==> src/rtl/pipeline_pkg.sv <==
// Shared definitions for the pipeline control unit.
//   state_t       : run/freeze/halt state encoding
//   rule_t        : which priority rule decides the current cycle's controls
//   DEFAULT_CNT_W : default width of the performance counters
package pipeline_pkg;

  localparam int DEFAULT_CNT_W = 16;

  typedef enum logic [1:0] {
    ST_RUN    = 2'd0,
    ST_FREEZE = 2'd1,
    ST_HALTED = 2'd2
  } state_t;

  // Listed in priority order; the first one that matches wins.
  typedef enum logic [2:0] {
    RULE_HALTED = 3'd0,
    RULE_FREEZE = 3'd1,
    RULE_HALT   = 3'd2,
    RULE_BRANCH = 3'd3,
    RULE_STALL  = 3'd4,
    RULE_NORMAL = 3'd5
  } rule_t;

  // A cycle is "unfrozen" when the pipeline actually advanced state
  // decisions: neither memory-frozen nor parked in HALTED.
  function automatic logic is_unfrozen(rule_t r);
    return (r != RULE_FREEZE) && (r != RULE_HALTED);
  endfunction

endpackage

==> src/rtl/pipeline_control_unit_if.sv <==
// Bundle of request inputs and control/status outputs of the pipeline
// control unit.
//   master : the core side (hazard unit, EX, MEM, WB) driving requests and
//            consuming the register enables, flushes and status.
//   slave  : the control unit itself.
// Requests : stall, branch_taken, mem_busy, halt, counter_clear
// Controls : pc_write, if_id_write, id_ex_write, ex_mem_write, mem_wb_write,
//            if_id_flush, id_ex_flush
// Status   : halted, hazard_error, load_stalls, branch_flushes, freeze_cycles
interface pipeline_control_unit_if
  import pipeline_pkg::*;
#(
  parameter int CNT_W = DEFAULT_CNT_W
);

  logic             stall;
  logic             branch_taken;
  logic             mem_busy;
  logic             halt;
  logic             counter_clear;

  logic             pc_write;
  logic             if_id_write;
  logic             id_ex_write;
  logic             ex_mem_write;
  logic             mem_wb_write;
  logic             if_id_flush;
  logic             id_ex_flush;

  logic             halted;
  logic             hazard_error;
  logic [CNT_W-1:0] load_stalls;
  logic [CNT_W-1:0] branch_flushes;
  logic [CNT_W-1:0] freeze_cycles;

  modport master (
    output stall, branch_taken, mem_busy, halt, counter_clear,
    input  pc_write, if_id_write, id_ex_write, ex_mem_write, mem_wb_write,
    input  if_id_flush, id_ex_flush,
    input  halted, hazard_error, load_stalls, branch_flushes, freeze_cycles
  );

  modport slave (
    input  stall, branch_taken, mem_busy, halt, counter_clear,
    output pc_write, if_id_write, id_ex_write, ex_mem_write, mem_wb_write,
    output if_id_flush, id_ex_flush,
    output halted, hazard_error, load_stalls, branch_flushes, freeze_cycles
  );

endinterface

==> src/rtl/sat_counter.sv <==
// Saturating up-counter.
//   clk, reset : clock and asynchronous active-high reset
//   inc        : count one event this cycle (ignored once at all-ones)
//   clr        : synchronous clear; beats inc in the same cycle
//   count      : current value
module sat_counter #(
  parameter int WIDTH = 16
) (
  input  logic             clk,
  input  logic             reset,
  input  logic             inc,
  input  logic             clr,
  output logic [WIDTH-1:0] count
);

  logic [WIDTH-1:0] count_reg;
  logic [WIDTH-1:0] count_next;

  always_comb begin
    count_next = count_reg;
    if (clr) begin
      count_next = '0;
    end else if (inc && (count_reg != {WIDTH{1'b1}})) begin
      count_next = count_reg + 1'b1;
    end
  end

  always_ff @(posedge clk or posedge reset) begin
    if (reset) begin
      count_reg <= '0;
    end else begin
      count_reg <= count_next;
    end
  end

  assign count = count_reg;

endmodule

==> src/rtl/pipeline_control_unit.sv <==
// Central pipeline control for the 5-stage core.
// Turns the load-use stall, branch flush, memory-busy and halt requests
// into the PC / pipeline-register write enables and bubble flushes, keeps a
// RUN/FREEZE/HALTED state machine, a sticky double-stall error flag and three
// saturating performance counters.
//   clk   : system clock, rising edge
//   reset : asynchronous active-high reset
//   bus   : slave side of pipeline_control_unit_if (requests in,
//           controls and status out)
module pipeline_control_unit
  import pipeline_pkg::*;
#(
  parameter int CNT_W = DEFAULT_CNT_W
) (
  input  logic                    clk,
  input  logic                    reset,
  pipeline_control_unit_if.slave  bus
);

  state_t state_reg;
  state_t state_next;
  rule_t  rule;

  // Was the last unfrozen cycle a load-use stall?
  logic   stall_prev_reg;
  logic   stall_prev_next;
  logic   hazard_error_reg;
  logic   hazard_error_next;

  logic   pc_write;
  logic   if_id_write;
  logic   id_ex_write;
  logic   ex_mem_write;
  logic   mem_wb_write;
  logic   if_id_flush;
  logic   id_ex_flush;

  // Priority decode. FREEZE needs no rule of its own: once mem_busy drops
  // the held inputs are judged exactly as in RUN.
  always_comb begin
    rule = RULE_NORMAL;
    if (state_reg == ST_HALTED) begin
      rule = RULE_HALTED;
    end else if (bus.mem_busy) begin
      rule = RULE_FREEZE;
    end else if (bus.halt) begin
      rule = RULE_HALT;
    end else if (bus.branch_taken) begin
      rule = RULE_BRANCH;
    end else if (bus.stall) begin
      rule = RULE_STALL;
    end
  end

  // Control outputs and next state.
  always_comb begin
    pc_write     = 1'b0;
    if_id_write  = 1'b0;
    id_ex_write  = 1'b0;
    ex_mem_write = 1'b0;
    mem_wb_write = 1'b0;
    if_id_flush  = 1'b0;
    id_ex_flush  = 1'b0;
    state_next   = state_reg;

    case (rule)
      RULE_HALTED: begin
        state_next = ST_HALTED;
      end
      RULE_FREEZE: begin
        state_next = ST_FREEZE;
      end
      RULE_HALT: begin
        state_next = ST_HALTED;
      end
      RULE_BRANCH: begin
        pc_write     = 1'b1;
        if_id_write  = 1'b1;
        id_ex_write  = 1'b1;
        ex_mem_write = 1'b1;
        mem_wb_write = 1'b1;
        if_id_flush  = 1'b1;
        id_ex_flush  = 1'b1;
        state_next   = ST_RUN;
      end
      RULE_STALL: begin
        // Hold PC and IF/ID, push a bubble into ID/EX, let the rest drain.
        id_ex_write  = 1'b1;
        ex_mem_write = 1'b1;
        mem_wb_write = 1'b1;
        id_ex_flush  = 1'b1;
        state_next   = ST_RUN;
      end
      default: begin
        pc_write     = 1'b1;
        if_id_write  = 1'b1;
        id_ex_write  = 1'b1;
        ex_mem_write = 1'b1;
        mem_wb_write = 1'b1;
        state_next   = ST_RUN;
      end
    endcase
  end

  // Frozen cycles leave the stall history untouched, so a stall on either
  // side of a freeze still counts as back-to-back.
  always_comb begin
    stall_prev_next   = stall_prev_reg;
    hazard_error_next = hazard_error_reg;
    if (is_unfrozen(rule)) begin
      stall_prev_next = (rule == RULE_STALL);
    end
    if ((rule == RULE_STALL) && stall_prev_reg) begin
      hazard_error_next = 1'b1;
    end
  end

  always_ff @(posedge clk or posedge reset) begin
    if (reset) begin
      state_reg        <= ST_RUN;
      stall_prev_reg   <= 1'b0;
      hazard_error_reg <= 1'b0;
    end else begin
      state_reg        <= state_next;
      stall_prev_reg   <= stall_prev_next;
      hazard_error_reg <= hazard_error_next;
    end
  end

  sat_counter #(.WIDTH(CNT_W)) u_load_stalls (
    .clk   (clk),
    .reset (reset),
    .inc   (rule == RULE_STALL),
    .clr   (bus.counter_clear),
    .count (bus.load_stalls)
  );

  sat_counter #(.WIDTH(CNT_W)) u_branch_flushes (
    .clk   (clk),
    .reset (reset),
    .inc   (rule == RULE_BRANCH),
    .clr   (bus.counter_clear),
    .count (bus.branch_flushes)
  );

  sat_counter #(.WIDTH(CNT_W)) u_freeze_cycles (
    .clk   (clk),
    .reset (reset),
    .inc   (rule == RULE_FREEZE),
    .clr   (bus.counter_clear),
    .count (bus.freeze_cycles)
  );

  assign bus.pc_write     = pc_write;
  assign bus.if_id_write  = if_id_write;
  assign bus.id_ex_write  = id_ex_write;
  assign bus.ex_mem_write = ex_mem_write;
  assign bus.mem_wb_write = mem_wb_write;
  assign bus.if_id_flush  = if_id_flush;
  assign bus.id_ex_flush  = id_ex_flush;
  assign bus.halted       = (state_reg == ST_HALTED);
  assign bus.hazard_error = hazard_error_reg;

endmodule

==> src/flat_wrapper.sv <==
// flat-port wrapper written by rule: the top's interface ports become plain ports
module pipeline_control_unit_flat import pipeline_pkg::*;
#(
  parameter int CNT_W = DEFAULT_CNT_W
)
  (clk, reset, bus_stall, bus_branch_taken, bus_mem_busy, bus_halt, bus_counter_clear, bus_pc_write, bus_if_id_write, bus_id_ex_write, bus_ex_mem_write, bus_mem_wb_write, bus_if_id_flush, bus_id_ex_flush, bus_halted, bus_hazard_error, bus_load_stalls, bus_branch_flushes, bus_freeze_cycles);
  pipeline_control_unit_if #(.CNT_W(CNT_W)) bus_i ();
  input  logic clk;
  input  logic reset;
  input wire logic [$bits(bus_i.stall)-1:0] bus_stall;
  input wire logic [$bits(bus_i.branch_taken)-1:0] bus_branch_taken;
  input wire logic [$bits(bus_i.mem_busy)-1:0] bus_mem_busy;
  input wire logic [$bits(bus_i.halt)-1:0] bus_halt;
  input wire logic [$bits(bus_i.counter_clear)-1:0] bus_counter_clear;
  output wire logic [$bits(bus_i.pc_write)-1:0] bus_pc_write;
  output wire logic [$bits(bus_i.if_id_write)-1:0] bus_if_id_write;
  output wire logic [$bits(bus_i.id_ex_write)-1:0] bus_id_ex_write;
  output wire logic [$bits(bus_i.ex_mem_write)-1:0] bus_ex_mem_write;
  output wire logic [$bits(bus_i.mem_wb_write)-1:0] bus_mem_wb_write;
  output wire logic [$bits(bus_i.if_id_flush)-1:0] bus_if_id_flush;
  output wire logic [$bits(bus_i.id_ex_flush)-1:0] bus_id_ex_flush;
  output wire logic [$bits(bus_i.halted)-1:0] bus_halted;
  output wire logic [$bits(bus_i.hazard_error)-1:0] bus_hazard_error;
  output wire logic [$bits(bus_i.load_stalls)-1:0] bus_load_stalls;
  output wire logic [$bits(bus_i.branch_flushes)-1:0] bus_branch_flushes;
  output wire logic [$bits(bus_i.freeze_cycles)-1:0] bus_freeze_cycles;
  assign bus_i.stall = bus_stall;
  assign bus_i.branch_taken = bus_branch_taken;
  assign bus_i.mem_busy = bus_mem_busy;
  assign bus_i.halt = bus_halt;
  assign bus_i.counter_clear = bus_counter_clear;
  assign bus_pc_write = bus_i.pc_write;
  assign bus_if_id_write = bus_i.if_id_write;
  assign bus_id_ex_write = bus_i.id_ex_write;
  assign bus_ex_mem_write = bus_i.ex_mem_write;
  assign bus_mem_wb_write = bus_i.mem_wb_write;
  assign bus_if_id_flush = bus_i.if_id_flush;
  assign bus_id_ex_flush = bus_i.id_ex_flush;
  assign bus_halted = bus_i.halted;
  assign bus_hazard_error = bus_i.hazard_error;
  assign bus_load_stalls = bus_i.load_stalls;
  assign bus_branch_flushes = bus_i.branch_flushes;
  assign bus_freeze_cycles = bus_i.freeze_cycles;
  pipeline_control_unit #(.CNT_W(CNT_W)) u_core (.clk(clk), .reset(reset), .bus(bus_i));
endmodule
==> config.mk <==
export PLATFORM = sky130hd
export DESIGN_NAME = pipeline_control_unit_flat
export DESIGN_NICKNAME = d
export VERILOG_FILES = /design/src/rtl/pipeline_pkg.sv /design/src/rtl/pipeline_control_unit_if.sv /design/src/rtl/sat_counter.sv /design/src/rtl/pipeline_control_unit.sv /design/src/flat_wrapper.sv
export SDC_FILE = /design/constraint.sdc
export NUM_CORES = 1
export LEC_CHECK = 0
export ABC_AREA = 0
export BUFFER_PORTS_ARGS = -buffer_cell sky130_fd_sc_hd__buf_2
export CORE_AREA = 2 2 79 81
export DETAILED_ROUTE_END_ITERATION = 8
export DIE_AREA = 0 0 81 83
export PLACE_DENSITY = 0.76
export SLEW_MARGIN = 10
export SYNTH_ARGS = -nofsm -noshare
export SYNTH_HDL_FRONTEND = slang
export SYNTH_HIERARCHICAL = 1
export SYNTH_SLANG_ARGS = --single-unit
==> constraint.sdc <==
create_clock -name clk -period 3.7 [get_ports clk]
set_input_delay 0.925 -clock clk [delete_from_list [all_inputs] [get_ports clk]]
set_output_delay 0.925 -clock clk [all_outputs]
set_load 0.05 [all_outputs]
==> results of run 1 <==
## per-stage QoR
stage	std cells	hold WS, ns
finish	460	0.477
detailed placement	453	0.458
CTS	460	0.480
global route	460	0.506
global placement	453	0.454
floorplan	328	0.467
## routing by layer
| layer | up-vias | track usage, % |
|---|---|---|
| met5 | - | 0 |
| met4 | 0 | 5.24 |
| met3 | 4 | 4.02 |
| met2 | 96 | 34.6 |
| met1 | 1406 | 29.9 |
| li1 | 1365 | - |
## worst reg2reg max path, stage by stage, from the launching register on
cell and delay (ns):
sky130_fd_sc_hd__dfrtp_1 0.37, sky130_fd_sc_hd__nor2b_4 0.14, sky130_fd_sc_hd__or3_4 0.36, sky130_fd_sc_hd__inv_2 0.10, sky130_fd_sc_hd__and2_2 0.26, sky130_fd_sc_hd__nand3_1 0.20, sky130_fd_sc_hd__or4_4 0.49, sky130_fd_sc_hd__or4_1 0.41
sky130_fd_sc_hd__a21oi_1 0.16
## cell families after synthesis
family                     count (synthesis)  synth area share (%)
muxes                                      9                  3.23
AOI/OAI and AO/OA                         79                  15.4
adders and majority gates                  3                  1.24
DFF                                       52                  43.0
and+or+nand+nor                          158                  32.4
buffers and inverters                     27                  4.71
## area by class of cell
cell class,count,area (sq um)
fill,545,2380
multi-input combinational,249,1580
sequential,52,1300
timing repair buffer,65,330
tap,75,93.8
clock buffer,5,68.8
inverter,12,45.0
clock inverter,2,12.5
## Yosys cell counts (all sizes together), types with 6 or more instances
library cell and count:
a21oi 36, buf 6, clkbuf 6, dfrtp 52
inv 12, mux2 6, nand2 18, nand2b 7
nand3 21, nand4 15, nor2 15, nor2b 11
nor3 12, nor4 9, o21ai 17, o31ai 15
o41ai 6, or3 22, or4 24
## report_power, final
part	internal, uW	switching, uW
Clock	129	188
Sequential	578	8.44
Combinational	31.4	92.9
Total	738	289
## path summary, 6_finish.rpt
path                                         start                           endpoint  cells past startpoint
setup reg to reg               u_core/state_reg[1]  u_core/u_branch_flushes/count[13]                      8
max in group asynchronous                    reset    u_core/u_freeze_cycles/count[0]                      2
setup / recovery                      bus_mem_busy                    bus_if_id_flush                      5
hold / removal             u_core/bus.hazard_error            u_core/bus.hazard_error                      1
hold reg to reg            u_core/bus.hazard_error            u_core/bus.hazard_error                      1
min in group asynchronous                    reset                u_core/state_reg[1]                      2
==> out/results.md, run 1 <==
| Result | Reported |
| --- | --- |
| HPWL after detailed placement | 5030 um |
| Setup crit start kind | primary input |
| Pin count of the biggest net entering global routing | 58 |
| Number of placement rows | 28 |
| Cell type with the highest aggregate area in the netlist | sky130_fd_sc_hd__dfrtp_1 |
| Die footprint | 0.00672 sq mm |
| Die W | 81 um |
| Share of the clock period used by the worst path after layout | 81.8% |
| Flip-flop cell with the highest count after synthesis | sky130_fd_sc_hd__dfrtp_1 |
| Delay of the slowest critical-path stage | 0.41 ns |
| Post-detailed-routing wire length | 7100 um |
| Maximum capacitance violations | 0 |
| Wire length of the first global-routing pass | 11700 um |
| Number of warnings printed during yosys synthesis | 6 |
| Buffer cell driving the clock tree root | sky130_fd_sc_hd__clkbuf_8 |
| Post-detailed-route via-to-cell ratio | 6.24 |
| Worst Setup End Kind | primary output |
| Area Growth Syn to Fin | 13.5% |
| Final design area excluding fillers | 0.00343 sq mm |
| Unrepaired setup endpoints after global routing | no |
| Placed Instance Area | 0.00335 sq mm |
| Utilization after layout | 59.0% |
| Clock slew at reported path FFs | 0.09 ns |
| Least-Margin Pin Slew | 0.973 ns |
| Cell Area, Synth | 0.00303 sq mm |
| Clock tree skew after final layout | 0.00621 ns |
| Via count of the first global-routing pass | 2529 |
| Worst-path cell chain | buf_2 > or3_4 > inv_2 > and2_2 > buf_2 |
| CTS tree | built |
| Most frequent cells in the layout | sky130_fd_sc_hd__buf_2 (63), sky130_fd_sc_hd__dfrtp_1 (52), sky130_fd_sc_hd__a21oi_1 (36), sky130_fd_sc_hd__nand3_1 (21) |
| WL/cell | 15.4 um |
| Post-detailed-route count of antenna-violating nets | 0 |
| Post-synth EDFFs | 0 |
| Die H | 83 um |
| Number of resized instances in the post-cts repair step | 0 |
| P per Cell Area | 299 mW/mm^2 |
| Relative max-transition margin | 35.1% |
| Starting Density | 52.0% |
| Placeable core area | 0.00582 sq mm |
| Critical path required time | 2.77 ns |
| Clock latency on the worst-skew pair | 0.30 ns |
| Time the final worst path needs with I/O delays and setup | 3.03 ns |
| Remaining global-route overflow | 0 |
| Worst setup timing slack at the placement stage | 0.552 ns |
| Leak | 0.00147 uW |
| Post-synthesis net count | 338 |
| Buffers inserted during post-CTS setup optimization | 0 |
| Gate count of the mapped netlist | 328 |
| Critical path arrival | 2.10 ns |
| Detailed-route wire length on metal 1 | 3220 um |
| TritonRoute pass-1 iters | 4 |
| DRC violation count after routing | 0 |
| Diode count | 0 |
| Share of async-settable or async-resettable flops after synthesis | 100% |
| Critical path buffer and inverter count | 3 |
| Final RePlAce weighted congestion | 0.843 |
| Number of placed I/O pins | 64 |
| Via count | 2871 |
| CP max-delay cell | sky130_fd_sc_hd__or3_4 |
| Pins Over Slew Limit | 0 |
| Share of final-layout standard cells stronger than drive strength 1 | 24.7% |
| Post-synth top area share | 43.0% |
| Result of the run | finished clean |
| Synth cell types | 35 |
| Setup Total Neg Slack | 0 ns |
| Final setup fails | 0 |
| Most frequent standard cell in the layout excluding fill and tap cells | sky130_fd_sc_hd__buf_2 |
| IO buf count | 63 |
| Total chip power | 1030 uW |
| Critical path class | in2out |
| CP top delay family | simple AND/OR/NAND/NOR gates |
| Crit-path most repeated cell | sky130_fd_sc_hd__buf_2 |
| Routed wl met3 | 377 um |
| CTS buffer count | 5 |
| GRT Overall Usage | 21.5% |
| Highest signal layer in the routed design | met4 |
| Most area-consuming cells after synthesis | sky130_fd_sc_hd__dfrtp_1 (43%), sky130_fd_sc_hd__a21oi_1 (6.0%), sky130_fd_sc_hd__or4_1 (4.5%) |
| Wire length on met2 | 3450 um |
| Final layout net count | 395 |
| Final Hold Viols | 0 |
| Synthesis-stage register bit count | 52 |
| H-tree levels | 2 |
| Worst min path class | reg2reg |
| Worst IR drop on VDD | 0.191 mV |
| First-iteration detailed-routing DRC count | 239 |
| Maximum frequency from static timing analysis | 330 MHz |
| Share of the yosys chip area belonging to registers | 43.0% |
| Antenna violations before repair | 0 |
| Sinks on the clock net | 52 |
| Slack of the worst reg-to-reg path | 1.12 ns |
| Avg Cell Area, Syn | 9.22 sq um |
| CP max FO | 9 |
| Clock tree buffer depth | 2 |
| Worst Setup Slack, final | 0.673 ns |
| Number of hold buffers added after cts | 0 |
(Power assumes the default switching activity.)
==> run 2, diff against run 1 <==
- ABC_AREA: 0 -> 1
- CORE_AREA: 2 2 79 81 -> 2 2 85 87
- DIE_AREA: 0 0 81 83 -> 0 0 87 89
- PLACE_DENSITY: 0.76 -> 0.75
- clock period: 3.7 -> 3.1 ns (I/O delays scaled with it)
==> run 2 against run 1 <==
Net effect:
- sequential cell count stayed put
- sequential share of layout area is 5.0 points lower
- core utilization is 0.17 points lower
- combinational power is 33% higher
- worst setup slack better by 0.042 ns
- critical path depth stayed put
- first-iteration DRC count is 13% lower
- clock power is 50% higher
- synthesized cell count is 56% higher
- design area is 15% higher
- clock skew is 0.0026 ns higher
- routed wire length is 19% higher
- critical endpoint unchanged
==> out/results.md, run 2 <==
| Result | Reported | Change |
| --- | --- | --- |
| Placeable core area | 0.00672 sq mm | was 0.00582 sq mm |
| Post-synth EDFFs | 0 | unchanged |
| Most repeated cell in the gate-level netlist after synthesis | sky130_fd_sc_hd__nand2_1 | was sky130_fd_sc_hd__dfrtp_1 |
| GRT Overall Usage | 23.0% | was 21.5% |
| Die footprint | 0.00774 sq mm | was 0.00672 sq mm |
| Post-detailed-routing wire length | 8440 um | was 7100 um |
| Buffers inserted during post-CTS setup optimization | 0 | unchanged |
| Maximum frequency from static timing analysis | 419 MHz |  |
| Worst Setup Slack, final | 0.715 ns | was 0.673 ns |
| HPWL after detailed placement | 6290 um | was 5030 um |
| CTS tree | built | unchanged |
| Combinational cell fraction of total power | 12.4% | was 12.1% |
| Met1 usage in global routing | 29.5% | was 29.9% |
| Fillers | 655 | was 545 |
| Number of warnings printed during yosys synthesis | 6 | unchanged |
| Via count | 3440 | was 2871 |
| Most area-consuming cells after synthesis | sky130_fd_sc_hd__dfrtp_1 (37%), sky130_fd_sc_hd__nand2_1 (21%), sky130_fd_sc_hd__nand4_1 (5.9%) | was sky130_fd_sc_hd__dfrtp_1 (43%), sky130_fd_sc_hd__a21oi_1 (6.0%), sky130_fd_sc_hd__or4_1 (4.5%) |
| Area of combinational cells with multiple inputs | 0.00189 sq mm | was 0.00158 sq mm |
| Number of resized instances in the post-cts repair step | 0 | unchanged |
| Area occupied by registers | 0.00130 sq mm | unchanged |
| Worst setup timing slack at the placement stage | 0.662 ns | was 0.552 ns |
| Share of power burned in registers | 52.2% | was 57.1% |
| Die W | 87 um | was 81 um |
| Switching Power | 375 uW | was 289 uW |
| Worst min path class | in2async | was reg2reg |
| Cell Area, Synth | 0.00351 sq mm | was 0.00303 sq mm |
| Share of total power in the clock network | 35.5% | was 30.8% |
| Sinks on the clock net | 52 | unchanged |
| Post-detailed-route via-to-cell ratio | 5.29 | was 6.24 |
| Buffer cell driving the clock tree root | sky130_fd_sc_hd__clkbuf_8 | unchanged |
| FF-to-FF path depth | 9 | was 8 |
| Synthesis-stage register bit count | 52 | unchanged |
| Starting Density | 52.3% | was 52.0% |
| Remaining global-route overflow | 0 | unchanged |
| Worst flop-to-flop path endpoint | u_core/u_branch_flushes/count[7] | was u_core/u_branch_flushes/count[13] |
| TritonRoute pass-1 iters | 5 | was 4 |
| Unrepaired setup endpoints after global routing | no | unchanged |
| Worst IR drop on VDD | 0.212 mV | was 0.191 mV |
| Worst R2R Start | u_core/u_branch_flushes/count[0] | was u_core/state_reg[1] |
| Worst Setup End Kind | primary output | unchanged |
| GR Util met2 | 39.6% | was 34.6% |
| Maximum capacitance violations | 0 | unchanged |
| Share of the clock period used by the worst path after layout | 76.9% |  |
| M3 GR Usage | 3.69% | was 4.02% |
| Critical path class | in2out | unchanged |
| Time the final worst path needs with I/O delays and setup | 2.39 ns |  |
| Commonest cells post-synth | sky130_fd_sc_hd__nand2_1 (197), sky130_fd_sc_hd__nor2_1 (53), sky130_fd_sc_hd__dfrtp_1 (52) | was sky130_fd_sc_hd__dfrtp_1 (52), sky130_fd_sc_hd__a21oi_1 (36), sky130_fd_sc_hd__nand3_1 (21) |
| Post-detailed-route count of antenna-violating nets | 0 | unchanged |
| Final design area excluding fillers | 0.00396 sq mm | was 0.00343 sq mm |
| Pins Over Slew Limit | 0 | unchanged |
| Final setup fails | 0 | unchanged |
| Synth cell types | 27 | was 35 |
| Least-Margin Pin Slew | 0.652 ns | was 0.973 ns |
| First-iteration detailed-routing DRC count | 208 | was 239 |
| Clock latency on the worst-skew pair | 0.31 ns | was 0.30 ns |
| Gate count of the mapped netlist | 511 | was 328 |
| Critical path required time | 2.32 ns | was 2.77 ns |
| Setup Total Neg Slack | 0 ns | unchanged |
| Wire length of the first global-routing pass | 14300 um | was 11700 um |
| Clock tree buffer depth | 2 | unchanged |
| Result of the run | finished clean | unchanged |
| Via count of the first global-routing pass | 3143 | was 2529 |
| H-tree levels | 2 | unchanged |
| CP max FO | 5 | was 9 |
| Final Hold Viols | 0 | unchanged |
| IO buf count | 63 | unchanged |
| Layer with the highest usage | met2 | unchanged |
| Clock slew at reported path FFs | 0.10 ns | was 0.09 ns |
| Pin count of the biggest net entering global routing | 17 | was 58 |
| CTS buffer count | 5 | unchanged |
| Avg Cell Area, Syn | 6.87 sq um | was 9.22 sq um |
| Flip-flop cell with the highest count after synthesis | sky130_fd_sc_hd__dfrtp_1 | unchanged |
| Cell type with the highest aggregate area in the netlist | sky130_fd_sc_hd__dfrtp_1 | unchanged |
| Die H | 89 um | was 83 um |
| Utilization after layout | 58.9% | was 59.0% |
| Placed Instance Area | 0.00384 sq mm | was 0.00335 sq mm |
| Post-synth top area share | 37.1% | was 43.0% |
| Internal power | 957 uW | was 738 uW |
| Number of placement rows | 30 | was 28 |
| Most frequent standard cell in the layout excluding fill and tap cells | sky130_fd_sc_hd__nand2_1 | was sky130_fd_sc_hd__buf_2 |
| Share of async-settable or async-resettable flops after synthesis | 100% | unchanged |
| Share of final-layout standard cells stronger than drive strength 1 | 18.9% | was 24.7% |
| P per Cell Area | 337 mW/mm^2 | was 299 mW/mm^2 |
| Number of hold buffers added after cts | 0 | unchanged |
| Final layout net count | 579 | was 395 |
| Post-synthesis net count | 521 | was 338 |
| Diode count | 0 | unchanged |
| WL/cell | 13.0 um | was 15.4 um |
| Final RePlAce weighted congestion | 0.851 | was 0.843 |
| Sw frac | 28.1% | about the same |
| Relative max-transition margin | 56.5% | was 35.1% |
| Leak | 0.00224 uW | was 0.00147 uW |
| Number of placed I/O pins | 64 | unchanged |
| Clock tree skew after final layout | 0.00880 ns | was 0.00621 ns |
| Most frequent cells in the layout | sky130_fd_sc_hd__nand2_1 (197), sky130_fd_sc_hd__buf_2 (63), sky130_fd_sc_hd__nor2_1 (53), sky130_fd_sc_hd__dfrtp_1 (52), sky130_fd_sc_hd__inv_1 (51) | was sky130_fd_sc_hd__buf_2 (63), sky130_fd_sc_hd__dfrtp_1 (52), sky130_fd_sc_hd__a21oi_1 (36), sky130_fd_sc_hd__nand3_1 (21) |
| Antenna violations before repair | 0 | unchanged |
| Share of the yosys chip area belonging to registers | 37.1% | was 43.0% |
| Area Growth Syn to Fin | 12.7% | was 13.5% |
| Critical path arrival | 1.61 ns | was 2.10 ns |
| Slack of the worst reg-to-reg path | 1.13 ns | was 1.12 ns |
| DRC violation count after routing | 0 | unchanged |
| Setup crit start kind | primary input | unchanged |
==> run 2: cells by family after synthesis <==
family,synth area share [%]
and+or+nand+nor,48.1
buffers and inverters,9.05
DFF,37.1
AOI/OAI and AO/OA,1.71
xor gates and xnor gates,2.99
adders and majority gates,1.07
==> run 2: routing by layer <==
metal	vias to the layer above	wire length [um]
li1	1730	-
met1	1571	3670
met2	124	4070
met3	15	540
met4	0	157
met5	-	0
==> run 2: worst max-delay path, stage by stage <==
cell	delay (ns)
sky130_fd_sc_hd__buf_2	0.12
sky130_fd_sc_hd__inv_2	0.11
sky130_fd_sc_hd__nand3_4	0.10
sky130_fd_sc_hd__nor2_1	0.20
sky130_fd_sc_hd__buf_2	0.31
==> run 2: per-stage QoR <==
| stage | hold slack, ns | power [uW] | cells |
|---|---|---|---|
| global placement | 0.450 | 873 | 642 |
| CTS | 0.358 | 1350 | 650 |
| floorplan | 0.460 | 840 | 511 |
| global route | 0.380 | 1390 | 650 |
| detailed placement | 0.453 | 874 | 642 |
| finish | 0.373 | 1330 | 650 |
==> run 2: worst max path at each step <==
stage	startpoint	endpoint	cells after the start
3_5_place_dp	bus_mem_busy	u_core/u_branch_flushes/count[7]	9
5_1_grt	bus_mem_busy	bus_if_id_flush	5
2_1_floorplan	bus_branch_taken	bus_pc_write	5
3_3_place_gp	bus_mem_busy	u_core/u_branch_flushes/count[12]	9
6_report	bus_mem_busy	bus_if_id_flush	5
4_1_cts	bus_mem_busy	bus_if_id_flush	5
==> run 2: layout make-up <==
class | instances | area share (%)
clock buffers | 5 | 1.74
well taps | 80 | 2.53
clock inverters | 3 | 1.08
inverters | 62 | 5.95
repair buffers | 63 | 7.97
multi-input cells | 385 | 47.8
flip-flops and latches | 52 | 32.9
==> run 2: power by group through the flow <==
| stage | registers, uW | logic [uW] | clock network [uW] |
|---|---|---|---|
| 2_1_floorplan | 722 | 118 | 0 |
| 3_3_place_gp | 708 | 165 | 0 |
| 3_5_place_dp | 708 | 166 | 0 |
| 4_1_cts | 695 | 166 | 493 |
| 5_1_grt | 697 | 180 | 516 |
| 6_report | 695 | 165 | 473 |
==> run 3, diff against run 2 <==
- CORE_AREA: 2 2 85 87 -> 2 2 86 88
- DIE_AREA: 0 0 87 89 -> 0 0 88 90
- PLACE_DENSITY: 0.75 -> 0.76
- clock period: 3.1 -> 2.1 ns (I/O delays scaled with it)
==> run 3 against run 2 <==
Net effect:
- combinational power grew 50%
- register-to-register slack lost 0.78 ns
- final cell count grew 3.4%
- via count shrank 0.73%
- critical endpoint unchanged
- largest power group unchanged
- highest routed layer unchanged
==> out/results.md, run 3 (synthesized netlist as in run 2, its figures left out) <==
| Result | Reported | Change |
| --- | --- | --- |
| Die footprint | 0.00792 sq mm | was 0.00774 sq mm |
| Number of resized instances in the post-cts repair step | 0 | unchanged |
| DRC violation count after routing | 0 | unchanged |
| Most frequent cells in the layout | sky130_fd_sc_hd__nand2_1 (197), sky130_fd_sc_hd__buf_2 (63), sky130_fd_sc_hd__dfrtp_1 (52), sky130_fd_sc_hd__nor2_1 (51), sky130_fd_sc_hd__inv_1 (51) | was sky130_fd_sc_hd__nand2_1 (197), sky130_fd_sc_hd__buf_2 (63), sky130_fd_sc_hd__nor2_1 (53), sky130_fd_sc_hd__dfrtp_1 (52), sky130_fd_sc_hd__inv_1 (51) |
| Critical path class | reg2out | was in2out |
| Number of placement rows | 31 | was 30 |
| Slack of the worst reg-to-reg path | 0.35 ns | was 1.13 ns |
| Critical path buffer and inverter count | 1 | was 3 |
| First-iteration detailed-routing DRC count | 230 | was 208 |
| Critical path required time | 1.57 ns | was 2.32 ns |
| Final RePlAce weighted congestion | 0.881 | was 0.851 |
| Number of placed I/O pins | 64 | unchanged |
| Remaining global-route overflow | 0 | unchanged |
| CP max-delay cell | sky130_fd_sc_hd__dfrtp_1 | was sky130_fd_sc_hd__buf_2 |
| Worst flop-to-flop path endpoint | u_core/u_load_stalls/count[0] | was u_core/u_branch_flushes/count[7] |
| Sinks on the clock net | 52 | unchanged |
| Relative max-transition margin | 56.7% | was 56.5% |
| Worst min path class | in2async | unchanged |
| Critical path arrival | 1.33 ns | was 1.61 ns |
| Worst IR drop on VDD | 0.259 mV | was 0.212 mV |
| Time the final worst path needs with I/O delays and setup | 1.85 ns |  |
| Worst Setup End Kind | primary output | unchanged |
| CP max FO | 5 | unchanged |
| Worst setup path startpoint | u_core/state_reg[1] | was bus_mem_busy |
| Setup crit start kind | register | was primary input |
| Post-detailed-route count of antenna-violating nets | 0 | unchanged |
| Die W | 88 um | was 87 um |
| Least-Margin Pin Slew | 0.649 ns | was 0.652 ns |
| Maximum capacitance violations | 0 | unchanged |
| Worst setup timing slack at the placement stage | 0.246 ns | was 0.662 ns |
| Clock tree buffer depth | 2 | unchanged |
| Via count | 3415 | was 3440 |
| H-tree levels | 2 | unchanged |
| Wire length of the first global-routing pass | 14400 um | was 14300 um |
| Setup Total Neg Slack | 0 ns | unchanged |
| Share of final-layout standard cells stronger than drive strength 1 | 19.5% | was 18.9% |
| FF-to-FF path depth | 9 | unchanged |
| Share of the clock period used by the worst path after layout | 88.3% |  |
| Pins Over Slew Limit | 0 | unchanged |
| WL/cell | 12.2 um | was 13.0 um |
| Unrepaired setup endpoints after global routing | no | unchanged |
| TritonRoute pass-1 iters | 5 | unchanged |
| Buffer cell driving the clock tree root | sky130_fd_sc_hd__clkbuf_8 | unchanged |
| Result of the run | finished clean | unchanged |
| Clock latency on the worst-skew pair | 0.31 ns | about the same |
| CTS buffer count | 5 | unchanged |
| Antenna violations before repair | 0 | unchanged |
| Post-detailed-routing wire length | 8180 um | was 8440 um |
| Worst Setup Slack, final | 0.245 ns | was 0.715 ns |
| IO buf count | 63 | unchanged |
| HPWL after detailed placement | 5990 um | was 6290 um |
| Maximum frequency from static timing analysis | 539 MHz |  |
| Worst-path cell chain | nand2_4 > nand3_4 > nor2_2 > buf_2 | was buf_2 > inv_2 > nand3_4 > nor2_1 > buf_2 |
| Buffers inserted during post-CTS setup optimization | 0 | unchanged |
| Pin count of the biggest net entering global routing | 17 | unchanged |
| Worst R2R Start | u_core/u_load_stalls/count[1] | was u_core/u_branch_flushes/count[0] |
| Delay of the slowest critical-path stage | 0.40 ns | was 0.31 ns |
| GRT Overall Usage | 22.0% | was 23.0% |
| Number of hold buffers added after cts | 0 | unchanged |
| CP top delay family | flip-flops | was buffers and inverters |
| Final Hold Viols | 0 | unchanged |
| Final layout net count | 582 | was 579 |
| CTS tree | built | unchanged |
| Fillers | 680 | was 655 |
| Area Growth Syn to Fin | 14.0% | was 12.7% |
| Number of cells on the critical path | 4 | was 5 |
| Most frequent standard cell in the layout excluding fill and tap cells | sky130_fd_sc_hd__nand2_1 | unchanged |
| Endpoint of the most critical setup path | bus_if_id_flush | unchanged |
| Clock slew at reported path FFs | 0.08 ns | was 0.10 ns |
| Starting Density | 50.0% | was 52.3% |
| Final setup fails | 0 | unchanged |
| Via count of the first global-routing pass | 3183 | was 3143 |
| Placeable core area | 0.00702 sq mm | was 0.00672 sq mm |
| Leak | 0.00226 uW | was 0.00224 uW |
| Die H | 90 um | was 89 um |
| P per Cell Area | 489 mW/mm^2 | was 337 mW/mm^2 |
| Post-detailed-route via-to-cell ratio | 5.08 | was 5.29 |
| Diode count | 0 | unchanged |
| Clock tree skew after final layout | 0.00849 ns | was 0.00880 ns |
run 3: how the worst min path moves through the flow:
stage / from / endpoint / slack, ns / depth (start not counted)
global placement: u_core/bus.hazard_error / u_core/bus.hazard_error / 0.45 / 2
floorplan: reset / u_core/bus.hazard_error / 0.29 / 1
global route: reset / u_core/state_reg[1] / 0.14 / 2
CTS: reset / u_core/stall_prev_reg / 0.12 / 2
finish: reset / u_core/stall_prev_reg / 0.13 / 2
detailed placement: u_core/bus.hazard_error / u_core/bus.hazard_error / 0.44 / 2
run 3: layout make-up:
class | instances | area [sq um] | area share [%]
multi-input cells | 385 | 1900 | 47.4
flip-flops and latches | 52 | 1300 | 32.5
repair buffers | 66 | 338 | 8.44
well taps | 99 | 124 | 3.09
inverters | 62 | 235 | 5.88
clock inverters | 2 | 35.0 | 0.875
clock buffers | 6 | 72.6 | 1.81
run 3: routing by layer:
| metal | GRT usage, % | vias up | routed length (um) |
|---|---|---|---|
| li1 | - | 1726 | - |
| met1 | 30.6 | 1586 | 3760 |
| met2 | 35.3 | 93 | 3910 |
| met5 | 0 | - | 0 |
| met4 | 6.15 | 0 | 106 |
| met3 | 3.49 | 10 | 402 |
run 3: metrics by stage:
stage / total power (uW) / cells / cell area [sq um] / hold slack [ns] / utilization [%]
6_report: 1960 / 672 / 4000 / 0.126 / 57.0
4_1_cts: 1990 / 672 / 4000 / 0.119 / 57.0
3_5_place_dp: 1300 / 664 / 3890 / 0.444 / 55.5
3_3_place_gp: 1290 / 664 / 3890 / 0.448 / 55.5
2_1_floorplan: 1240 / 511 / 3520 / 0.291 / -
5_1_grt: 2050 / 672 / 4000 / 0.135 / 57.0
run 3: worst reg2reg max path: cells and delay by family, from the launching register on:
kind	cells	cell delay, ns
simple gates	8	1.05
flops	1	0.42
fa+ha+maj	1	0.22
run 3: where the power goes:
part / switching, uW / leakage [uW] / internal [uW] / total [uW]
Clock: 328 / 0.0000552 / 354 / 682
Combinational: 196 / 0.00149 / 51.6 / 248
Sequential: 11.6 / 0.000716 / 1010 / 1030
